$ cat config.mk
export PLATFORM = sky130hd
export DESIGN_NAME = ft245_frame_sender
export DESIGN_NICKNAME = d
export VERILOG_FILES = /design/src/rtl/ft245_frame_sender.sv
export SDC_FILE = /design/constraint.sdc
export NUM_CORES = 1
export LEC_CHECK = 0
export ABC_AREA = 1
export CAP_MARGIN = 10
export CORE_MARGIN = 5
export CORE_UTILIZATION = 31
export DETAILED_ROUTE_END_ITERATION = 7
export PLACE_DENSITY_LB_ADDON = 0.08
export REMOVE_ABC_BUFFERS = 1
export SLEW_MARGIN = 15
export SYNTH_ARGS = -nofsm -noshare
export SYNTH_HDL_FRONTEND = slang
export SYNTH_SLANG_ARGS = --single-unit
$ cat constraint.sdc
create_clock -name CLK -period 4.6 [get_ports CLK]
set_input_delay 1.15 -clock CLK [delete_from_list [all_inputs] [get_ports CLK]]
set_output_delay 1.15 -clock CLK [all_outputs]
set_load 0.02 [all_outputs]
$ cat src/rtl/ft245_frame_sender.sv
// ft245_frame_sender
//   Reads a full frame from the capture RAM after a START pulse. Each 16-bit
//   word goes out as two bytes, low byte first, on the FT245 asynchronous
//   write interface. The block owns TXE# synchronisation, data setup, the WR
//   pulse width, data hold and post-write recovery.
//   Optional build macro FT245_FRAME_HEADER_EN: the frame is sent as a 0xA5
//   byte, a 0x5A byte, the payload, then a byte holding the modulo-256 sum of
//   all payload bytes.
// Ports:
//   CLK          system clock
//   RST          asynchronous reset, active-low
//   START        one-cycle frame start pulse (capture block done)
//   RAM_RD_ADDR  capture RAM read address
//   RAM_DATA_IN  capture RAM read data (RAM_LAT cycles after address)
//   FT_TXE_N     FT245 TXE#, asynchronous, low = space available
//   FT_DATA      byte to FT245
//   FT_DATA_OE   tristate enable for FT_DATA pads
//   FT_WR        FT245 WR strobe, byte latched on its falling edge
//   BUSY         high while a frame is in progress
//   DONE         one-cycle pulse after the last byte of a frame
module ft245_frame_sender #(
  parameter int ADDR_W      = 10,
  parameter int WORD_NUM    = 1024,
  parameter int RAM_LAT     = 1,
  parameter int SETUP_CYC   = 2,
  parameter int WR_CYC      = 4,
  parameter int HOLD_CYC    = 2,
  parameter int RECOVER_CYC = 4
) (
  input  logic              CLK,
  input  logic              RST,
  input  logic              START,
  output logic [ADDR_W-1:0] RAM_RD_ADDR,
  input  logic [15:0]       RAM_DATA_IN,
  input  logic              FT_TXE_N,
  output logic [7:0]        FT_DATA,
  output logic              FT_DATA_OE,
  output logic              FT_WR,
  output logic              BUSY,
  output logic              DONE
);

  localparam int CW = 8;

  typedef enum logic [3:0] {
    IDLE, FETCH, LOAD, WAIT_TXE, SETUP, STROBE, HOLD, RECOVER, FINISH
  } state_t;

  state_t            state, nstate;
  logic [CW-1:0]     cnt;
  logic              cnt_done;
  logic              txe_m, txe_s;
  logic [ADDR_W-1:0] addr;
  logic              byte_sel;
  logic [15:0]       word;
  logic [7:0]        data;
  logic [7:0]        tx_byte;
  logic              at_end;
  logic              frame_last;
  logic              word_next;

`ifdef FT245_FRAME_HEADER_EN
  typedef enum logic [1:0] {PH_HDR0, PH_HDR1, PH_PAY, PH_CSUM} phase_t;
  phase_t     phase;
  logic [7:0] sum;
`endif

  // Cycles spent in a timed state, minus one.
  function automatic logic [CW-1:0] dur(input state_t s);
    case (s)
      FETCH:   dur = (RAM_LAT > 0) ? CW'(RAM_LAT - 1) : '0;
      SETUP:   dur = CW'(SETUP_CYC - 1);
      STROBE:  dur = CW'(WR_CYC - 1);
      HOLD:    dur = CW'(HOLD_CYC - 1);
      RECOVER: dur = CW'(RECOVER_CYC - 1);
      default: dur = '0;
    endcase
  endfunction

  assign cnt_done = (cnt == '0);

  always_ff @(posedge CLK or negedge RST) begin
    if (!RST) begin
      txe_m <= 1'b1;
      txe_s <= 1'b1;
    end else begin
      txe_m <= FT_TXE_N;
      txe_s <= txe_m;
    end
  end

  // Frame position decode and selection of the byte to transmit.
  always_comb begin
    at_end = (addr == ADDR_W'(WORD_NUM - 1));
`ifdef FT245_FRAME_HEADER_EN
    frame_last = (phase == PH_CSUM);
    word_next  = (phase == PH_PAY) && byte_sel && !at_end;
    case (phase)
      PH_HDR0: tx_byte = 8'hA5;
      PH_HDR1: tx_byte = 8'h5A;
      PH_CSUM: tx_byte = sum;
      default: tx_byte = byte_sel ? word[15:8] : word[7:0];
    endcase
`else
    frame_last = byte_sel && at_end;
    word_next  = byte_sel && !at_end;
    tx_byte    = byte_sel ? word[15:8] : word[7:0];
`endif
  end

  // State register
  always_ff @(posedge CLK or negedge RST) begin
    if (!RST) state <= IDLE;
    else      state <= nstate;
  end

  // Next-state logic
  always_comb begin
    nstate = state;
    case (state)
      IDLE:     if (START) nstate = FETCH;
      FETCH:    if (cnt_done) nstate = LOAD;
      LOAD:     nstate = WAIT_TXE;
      WAIT_TXE: if (!txe_s) nstate = SETUP;
      SETUP:    if (cnt_done) nstate = STROBE;
      STROBE:   if (cnt_done) nstate = HOLD;
      HOLD:     if (cnt_done) nstate = RECOVER;
      RECOVER: begin
        if (cnt_done) begin
          if (frame_last)     nstate = FINISH;
          else if (word_next) nstate = FETCH;
          else                nstate = WAIT_TXE;
        end
      end
      FINISH:   nstate = IDLE;
      default:  nstate = IDLE;
    endcase
  end

  // Datapath: timers, address/byte position, word and byte registers.
  always_ff @(posedge CLK or negedge RST) begin
    if (!RST) begin
      cnt      <= '0;
      addr     <= '0;
      byte_sel <= 1'b0;
      word     <= '0;
      data     <= '0;
`ifdef FT245_FRAME_HEADER_EN
      phase    <= PH_HDR0;
      sum      <= '0;
`endif
    end else begin
      // Every timed state is entered from a different state, so a state
      // change is the reload point for the shared timer.
      if (nstate != state) cnt <= dur(nstate);
      else if (!cnt_done)  cnt <= cnt - CW'(1);

      case (state)
        IDLE: begin
          if (START) begin
            addr     <= '0;
            byte_sel <= 1'b0;
`ifdef FT245_FRAME_HEADER_EN
            phase    <= PH_HDR0;
            sum      <= '0;
`endif
          end
        end
        LOAD: word <= RAM_DATA_IN;
        WAIT_TXE: begin
          if (!txe_s) begin
            data <= tx_byte;
`ifdef FT245_FRAME_HEADER_EN
            if (phase == PH_PAY) sum <= sum + tx_byte;
`endif
          end
        end
        RECOVER: begin
          if (cnt_done) begin
            if (frame_last) begin
              addr <= '0;
            end else if (word_next) begin
              addr     <= addr + ADDR_W'(1);
              byte_sel <= 1'b0;
            end else begin
`ifdef FT245_FRAME_HEADER_EN
              if (phase == PH_PAY) byte_sel <= 1'b1;
`else
              byte_sel <= 1'b1;
`endif
            end
`ifdef FT245_FRAME_HEADER_EN
            case (phase)
              PH_HDR0: phase <= PH_HDR1;
              PH_HDR1: phase <= PH_PAY;
              PH_PAY:  if (byte_sel && at_end) phase <= PH_CSUM;
              default: ;
            endcase
`endif
          end
        end
        default: ;
      endcase
    end
  end

  // Outputs are decoded from the state register, so reset drops FT_WR at once.
  always_comb begin
    RAM_RD_ADDR = addr;
    FT_DATA     = data;
    FT_DATA_OE  = (state == SETUP) || (state == STROBE) || (state == HOLD);
    FT_WR       = (state == STROBE);
    BUSY        = (state != IDLE) && (state != FINISH);
    DONE        = (state == FINISH);
  end

endmodule

### Word-level counts from Yosys, hierarchy flattened

Cells that the tools add are included.

* logic and storage cells: 70
* output and inout port bits: 22
* bits in registers: 49

* add/subtract/negate cells: 2
* equality and inequality tests: 20
* reductions and logical operators: 15
* mux-type cells: 24
* bitwise gates (word level): 1

Operators by type and width (count)
* 10-bit two-way mux: 4
* 4-bit by 3-bit == test with 1-bit output (second input constant): 8
* 4-bit two-way mux: 8
* 4-bit one-hot mux with 8 select lines: 1
* 8-bit two-way mux: 3
* 10-bit one-hot mux with 2 select lines: 1
* 10-bit by 1-bit adder with 10-bit output (second input constant): 1
* 10-bit == test (second input constant): 1
* 4-bit by 2-bit == test with 1-bit output (second input constant): 2
* 8-bit zero test: 1
* 4-bit AND reduction: 2
* 8-bit by 1-bit subtractor with 8-bit output (second input constant): 1
* 2-bit != test (second input constant): 3
* 4-bit by 1-bit == test with 1-bit output (second input constant): 1
* 4-bit == test (second input constant): 1
* 4-bit zero test: 1
* 1-bit two-way mux: 4
* 4-bit != test: 1
* 4-bit != test (second input constant): 1
* 2-bit one-hot mux with 2 select lines: 1
* 4-bit nonzero test: 1
* 2-bit OR reduction: 2
* 1-bit logical AND: 3
* 3-bit != test (second input constant): 1
* other kinds (8): 9

### Longest topological paths before layout

Gate-level depths: netlist (run 1).

* word-level depth: 11
* gate-level depth with buffers: 15

### Least setup slack after synthesis (run 1)

No wires, ideal clock.

* kind: reg2out
* start point: register state[0]
* end point: output port DONE
* path buffers: 1
* slack: 2.338 ns
* stages on the path, launching flop included: 5
* arrival: 1.112 ns
* required time: 3.450 ns
* path through: dfrtp_1 > buf_6 > nor2_4 > nand2_1 > nor2_1

* cells in the longest elaborated chain, start to end: 1

Ends and longest elaborated chain
* start, declared: line 49 `state_t state, nstate;`
* start signal, assigned: line 114 `else state <= nstate;`
* 4-bit == test: line 214 `DONE = (state == FINISH);`
* end, declared: line 40 `output logic DONE`

No other way between the ends.

### Worst setup path in the final report (run 1)

* start point: register state[0]
* end point: output port FT_DATA_OE

* cells in the longest elaborated chain, start to end: 3

Ends and longest elaborated chain
* 4-bit by 3-bit == test with 1-bit output: line 211 `FT_DATA_OE = (state == SETUP) || (state == STROBE) || (state == HOLD);`
* 1-bit logical OR: line 211
* 1-bit logical OR (*): line 211
* end, declared: line 37 `output logic FT_DATA_OE,`

Every way passes the cells marked *; elsewhere a longest branch is shown, timed or not.

==> out/metrics.yaml, run 1 <==
run_status:
  status: "completed"
synthesis:
  synth_compound_gate_area_share_pct: 13.5
  synth_xor_area_share_pct: 1.02
  avgSynthCellArea_um2: 8.84
  ys_seq_elements: 49
  ys_types: 41
  synth_mux_area_share_pct: 3.49
  synth-simple-area-share_pct: 26.7
  syn_area_mm2: 0.00258
  ys_warn_count: 0
  synth_fa_ha_area_share_pct: 0.969
  synthCells: 292
  yosysSeqAreaShare_pct: 47.6
  synth_top_family_by_area: "simple AND/OR/NAND/NOR gates"
global_route:
  antenna_found_initial: 0
  grt_pass1_wl_um: 9540
  grt_max_degree: 32
  grt_pass1_vias: 2028
  groute.usage.overall_pct: 11.8
  overflow: 0
hold_path:
  min_to: "txe_s"
  timing.hold.worst.class: "reg -> reg"
  min_from: "txe_m"
  holdPathStages: 0
placement:
  place_hpwl_um: 4100
  port_buffers: 41
  placed_cell_area_mm2: 0.00310
  place.gp.congestion: 0.841
timing:
  fin_worst_skew_ns: 0.00406
  worstMarginPinSlew_ns: 0.643
  relSlewSlack_pct: 57.1
  period_minus_slack_ns: 3.09
  setup_viol: 0
  rsz0062_at_grt: "no"
  finalHoldViolCount: 0
  clock.fmax_mhz: 323
  fin_tns_setup_ns: 0
  min_period_over_period_pct: 67.2
  maxSlewViolCount: 0
clock_tree:
  clock-sinks: 49
  clockBufferDepth: 2
  cts_resized: 0
  htreeDepth: 2
  hold_buffers: 0
  numCtsBuffers: 5
  insertion_delay_ns: 0.31
  tritoncts: "done"
  postCtsSetupRepairBufs: 0
  cts_root_buf: "clkbuf_8"
  path_clk_slew_ns: 0.10
setup_path:
  arrival_ns: 1.94
  crit_fanout: 11
  r2r_start: "state[0]"
  reg2reg_depth: 11
  start_kind: "flop"
  r2r_end: "cnt[1]"
  critPathRequiredTime_ns: 3.45
  critPathCaptureType: "output port"
  critical_path_class: "reg -> out"
  r2r_slack_ns: 2.35
final_layout:
  nets: 358
  final_cell_area_mm2: 0.00320
  final_common_cell: "nand2_1"
  synthToLayoutAreaGrowth_pct: 23.9
  drive_gt1_share_pct: 18.4
  n_antenna_cell: 0
  fillers: 854
  layout_common_cells: "nand2_1, dfrtp_1, clkdlybuf4s50_1"
power_and_ir_drop:
  irDropWorstVdd_mv: 0.238
  power_density_mw_per_mm2: 647
  p_leak_nw: 1.44
die:
  die_h_um: 101
  dieWidth_um: 101
  ios: 42
  rows: 33
  core-area_mm2: 0.00818
  initial_core_util_pct: 31.6
  fp.dieArea_mm2: 0.0103
route:
  wl_per_cell_um: 12.6
  drt_iter0_markers: 23
  vias_per_cell: 4.56
  routed-via-count: 2014
  drc: 0
  ant_nets: 0
  drtPass1Iterations: 5
  drt-total-wl_um: 5570
run:
  drv_cap: 0
[kinds of logic after synthesis]
logic type | after synthesis
xor gates and xnor gates | 3
AOI/OAI and AO/OA | 55
and+or+nand+nor | 131
DFF | 49
muxes | 8
adders and majority gates | 2
buffers and inverters | 44
[sequential cells by signal, indices dropped and copies added, names as in the netlist]
signal       cells
state            4
txe_m            1
word            16
byte_sel         1
RAM_RD_ADDR     10
txe_s            1
FT_DATA          8
cnt              8
[layout make-up]
type	count	area [um^2]	share of cell area, %
well taps	105	131	4.11
clock buffers	6	82.6	2.58
flip-flops and latches	49	1230	38.4
repair buffers	42	413	12.9
inverters	39	146	4.58
clock inverters	2	17.5	0.548
multi-input cells	199	1180	36.9
[Yosys cell counts, drive strengths merged]
master	n	share of area (%)
o211ai	1	0.29
a2bb2oi	1	0.58
nor2	40	8.4
o21ai	16	3.4
mux2	8	3.5
a31oi	2	0.48
inv	38	5.5
dfstp	2	2.0
o21bai	1	0.29
nor3	4	1.8
dfrtp	47	46
clkbuf	2	0.29
clkinv	1	0.15
and3	1	0.24
a211oi	3	1.3
xor2	3	1.0
a21oi	23	4.9
nand2	64	11
nor4	1	0.24
nand3	17	4.0
ha	2	0.97
nor3b	1	0.48
or3	1	0.44
nand4	2	0.48
buf	3	0.77
o21a	8	2.3
[how the worst max path moves through the flow]
stage	depth (start not counted)	to	from	slack, ns
4_1_cts	4	FT_DATA_OE	state[0]	1.49
3_5_place_dp	11	cnt[1]	START	1.81
5_1_grt	4	FT_DATA_OE	state[0]	1.38
3_3_place_gp	11	cnt[1]	START	1.84
6_report	4	FT_DATA_OE	state[0]	1.51
2_1_floorplan	3	DONE	state[0]	2.32
[worst max-delay path, stage by stage (launching register included)]
cell             delay (ns)
dfrtp_1                0.54
nand2_2                0.19
inv_1                  0.08
nor2_1                 0.17
clkdlybuf4s50_1        0.66
[routing by layer]
metal / vias to the layer above / global-route usage, % / wire [um]
met5: - / 0 / 0
met2: 48 / 18.4 / 2470
li1: 1035 / - / -
met4: 0 / 4.29 / 79
met3: 8 / 3.65 / 358
met1: 923 / 15.3 / 2670
[where the power goes]
part           switching (mW)  leakage [nW]  internal [mW]
logic                   0.660         0.787          0.436
clock network           0.159        0.0518          0.125
registers               0.103         0.597          0.586
total                   0.923          1.44           1.15
[through the flow]
stage | total power, mW | setup slack [ns] | cells | hold WS [ns] | util (%)
6_report | 2.07 | 1.51 | 442 | 0.363 | 39.1
3_5_place_dp | 1.82 | 1.81 | 434 | 0.350 | 37.9
2_1_floorplan | 1.50 | 2.32 | 287 | 0.345 | -
4_1_cts | 2.11 | 1.49 | 442 | 0.365 | 39.1
3_3_place_gp | 1.81 | 1.84 | 434 | 0.346 | 37.9
5_1_grt | 2.27 | 1.38 | 442 | 0.366 | 39.1
Power figures use the tool's default switching activity.
==> run 2, diff against run 1 <==
==> constraint.sdc (replaced) <==
create_clock -name CLK -period 2.6 [get_ports CLK]
set_input_delay 0.65 -clock CLK [delete_from_list [all_inputs] [get_ports CLK]]
set_output_delay 0.65 -clock CLK [all_outputs]
set_load 0.02 [all_outputs]
==> run 2 against run 1 <==
Net effect: critical path depth did not move; register-to-register slack got worse by 1.9 ns; combinational power rose by 79%; via count fell by 0.20%; global-route usage fell by 0.47 points; clock skew rose by 0.0058 ns; sequential share of layout area fell by 0.44 points; non-clock buffer count rose by 3; sequential cell count did not move; die area did not move; clock power rose by 95%; count of clock-buffer cells in the layout did not move; critical endpoint is now DONE; largest cell class unchanged; highest routed layer unchanged.
==> out/metrics.yaml, run 2 (synthesis results as in run 1) <==
run_status:
  status: "completed"
setup_path:
  critPathRequiredTime_ns: 1.95
  r2r_end: "cnt[1]"
  reg2reg_depth: 15
  critPathCaptureType: "output port"
  r2r_start: "cnt[0]"
  arrival_ns: 1.75
  crit_fanout: 5
  critical_path_class: "reg -> out"
  crit_start: "state[1]"
  start_kind: "flop"
  r2r_slack_ns: 0.46
clock_tree:
  numCtsBuffers: 5
  insertion_delay_ns: 0.30
  clockBufferDepth: 2
  postCtsSetupRepairBufs: 0
  hold_buffers: 0
  clock-sinks: 49
  htreeDepth: 2
  cts_root_buf: "clkbuf_8"
  cts_resized: 0
  tritoncts: "done"
  path_clk_slew_ns: 0.09
route:
  drc: 0
  drtPass1Iterations: 4
  vias_per_cell: 4.52
  ant_nets: 0
  drt-total-wl_um: 5540
  wl_per_cell_um: 12.4
  routed-via-count: 2010
  drt_iter0_markers: 65
final_layout:
  regMostFlops: "word"
  n_antenna_cell: 0
  drive_gt1_share_pct: 19.1
  nets: 361
  layout_common_cells: "nand2_1, dfrtp_1, clkdlybuf4s50_1"
  synthToLayoutAreaGrowth_pct: 25.4
  largest_register_ffs: 16
  final_common_cell: "nand2_1"
die:
  core-area_mm2: 0.00818
  fp.dieArea_mm2: 0.0103
  dieWidth_um: 101
  initial_core_util_pct: 31.6
  die_h_um: 101
  ios: 42
  rows: 33
power_and_ir_drop:
  power_density_mw_per_mm2: 1160
  p_leak_nw: 1.48
  irDropWorstVdd_mv: 0.436
timing:
  min_period_over_period_pct: 92.3
  setup_viol: 0
  relSlewSlack_pct: 56.6
  fin_tns_setup_ns: 0
  rsz0062_at_grt: "no"
  fin_worst_skew_ns: 0.00989
  period_minus_slack_ns: 2.40
  worstMarginPinSlew_ns: 0.651
  maxSlewViolCount: 0
  finalHoldViolCount: 0
  clock.fmax_mhz: 417
  fin_ws_ns: 0.199
hold_path:
  holdPathStages: 0
  min_from: "txe_m"
  timing.hold.worst.class: "reg -> reg"
  min_to: "txe_s"
run:
  drv_cap: 0
global_route:
  overflow: 0
  groute.usage.overall_pct: 11.3
  grt_pass1_wl_um: 9270
  antenna_found_initial: 0
  grt_pass1_vias: 1969
  grt_max_degree: 50
placement:
  port_buffers: 41
  place.gp.congestion: 0.817
  place_ws_ns: 0.301
  place_hpwl_um: 3960
-- run 2: layout make-up --
| cell class | count | area, um^2 |
|---|---|---|
| fillers | 832 | 4940 |
| repair buffers | 45 | 440 |
| well taps | 105 | 131 |
| clock buffers | 6 | 72.6 |
| flip-flops and latches | 49 | 1230 |
| multi-input cells | 199 | 1180 |
| inverters | 39 | 146 |
| clock inverters | 2 | 38.8 |
-- run 2: layer usage --
layer | up-vias | routed length [um] | global-route usage, %
met5 | - | 0 | 0
met3 | 12 | 364 | 3.72
met2 | 49 | 2380 | 16.9
met4 | 0 | 125 | 4.81
li1 | 1042 | - | -
met1 | 907 | 2670 | 15.0
-- run 2: critical path: stages (launching register included) --
cell             delay (ns)
dfrtp_1                0.48
nor2_4                 0.18
nand2_1                0.09
nor2_1                 0.08
clkdlybuf4s50_1        0.61
-- run 2: worst max path at each step --
stage,end,cells after the start
global route,DONE,4
floorplan,cnt[1],14
finish,DONE,4
detailed placement,cnt[1],11
global placement,cnt[1],11
CTS,FT_DATA_OE,4
-- run 2: per-stage QoR --
stage / cell area [um^2] / total power, mW / hold WS (ns) / util [%] / std cells
after floorplan: 2550 / 2.65 / 0.345 / - / 287
after global placement: 3120 / 3.22 / 0.345 / 38.2 / 437
after detailed placement: 3120 / 3.23 / 0.347 / 38.2 / 437
after CTS: 3230 / 3.80 / 0.362 / 39.5 / 445
after global routing: 3240 / 4.07 / 0.363 / 39.6 / 445
final: 3240 / 3.75 / 0.360 / 39.6 / 445
-- run 2: power breakdown --
| part | internal [mW] | leakage, nW | switching [mW] |
|---|---|---|---|
| Sequential | 1.04 | 0.596 | 0.184 |
| Clock | 0.289 | 0.0554 | 0.267 |
| Combinational | 0.790 | 0.830 | 1.18 |
| Total | 2.12 | 1.48 | 1.63 |
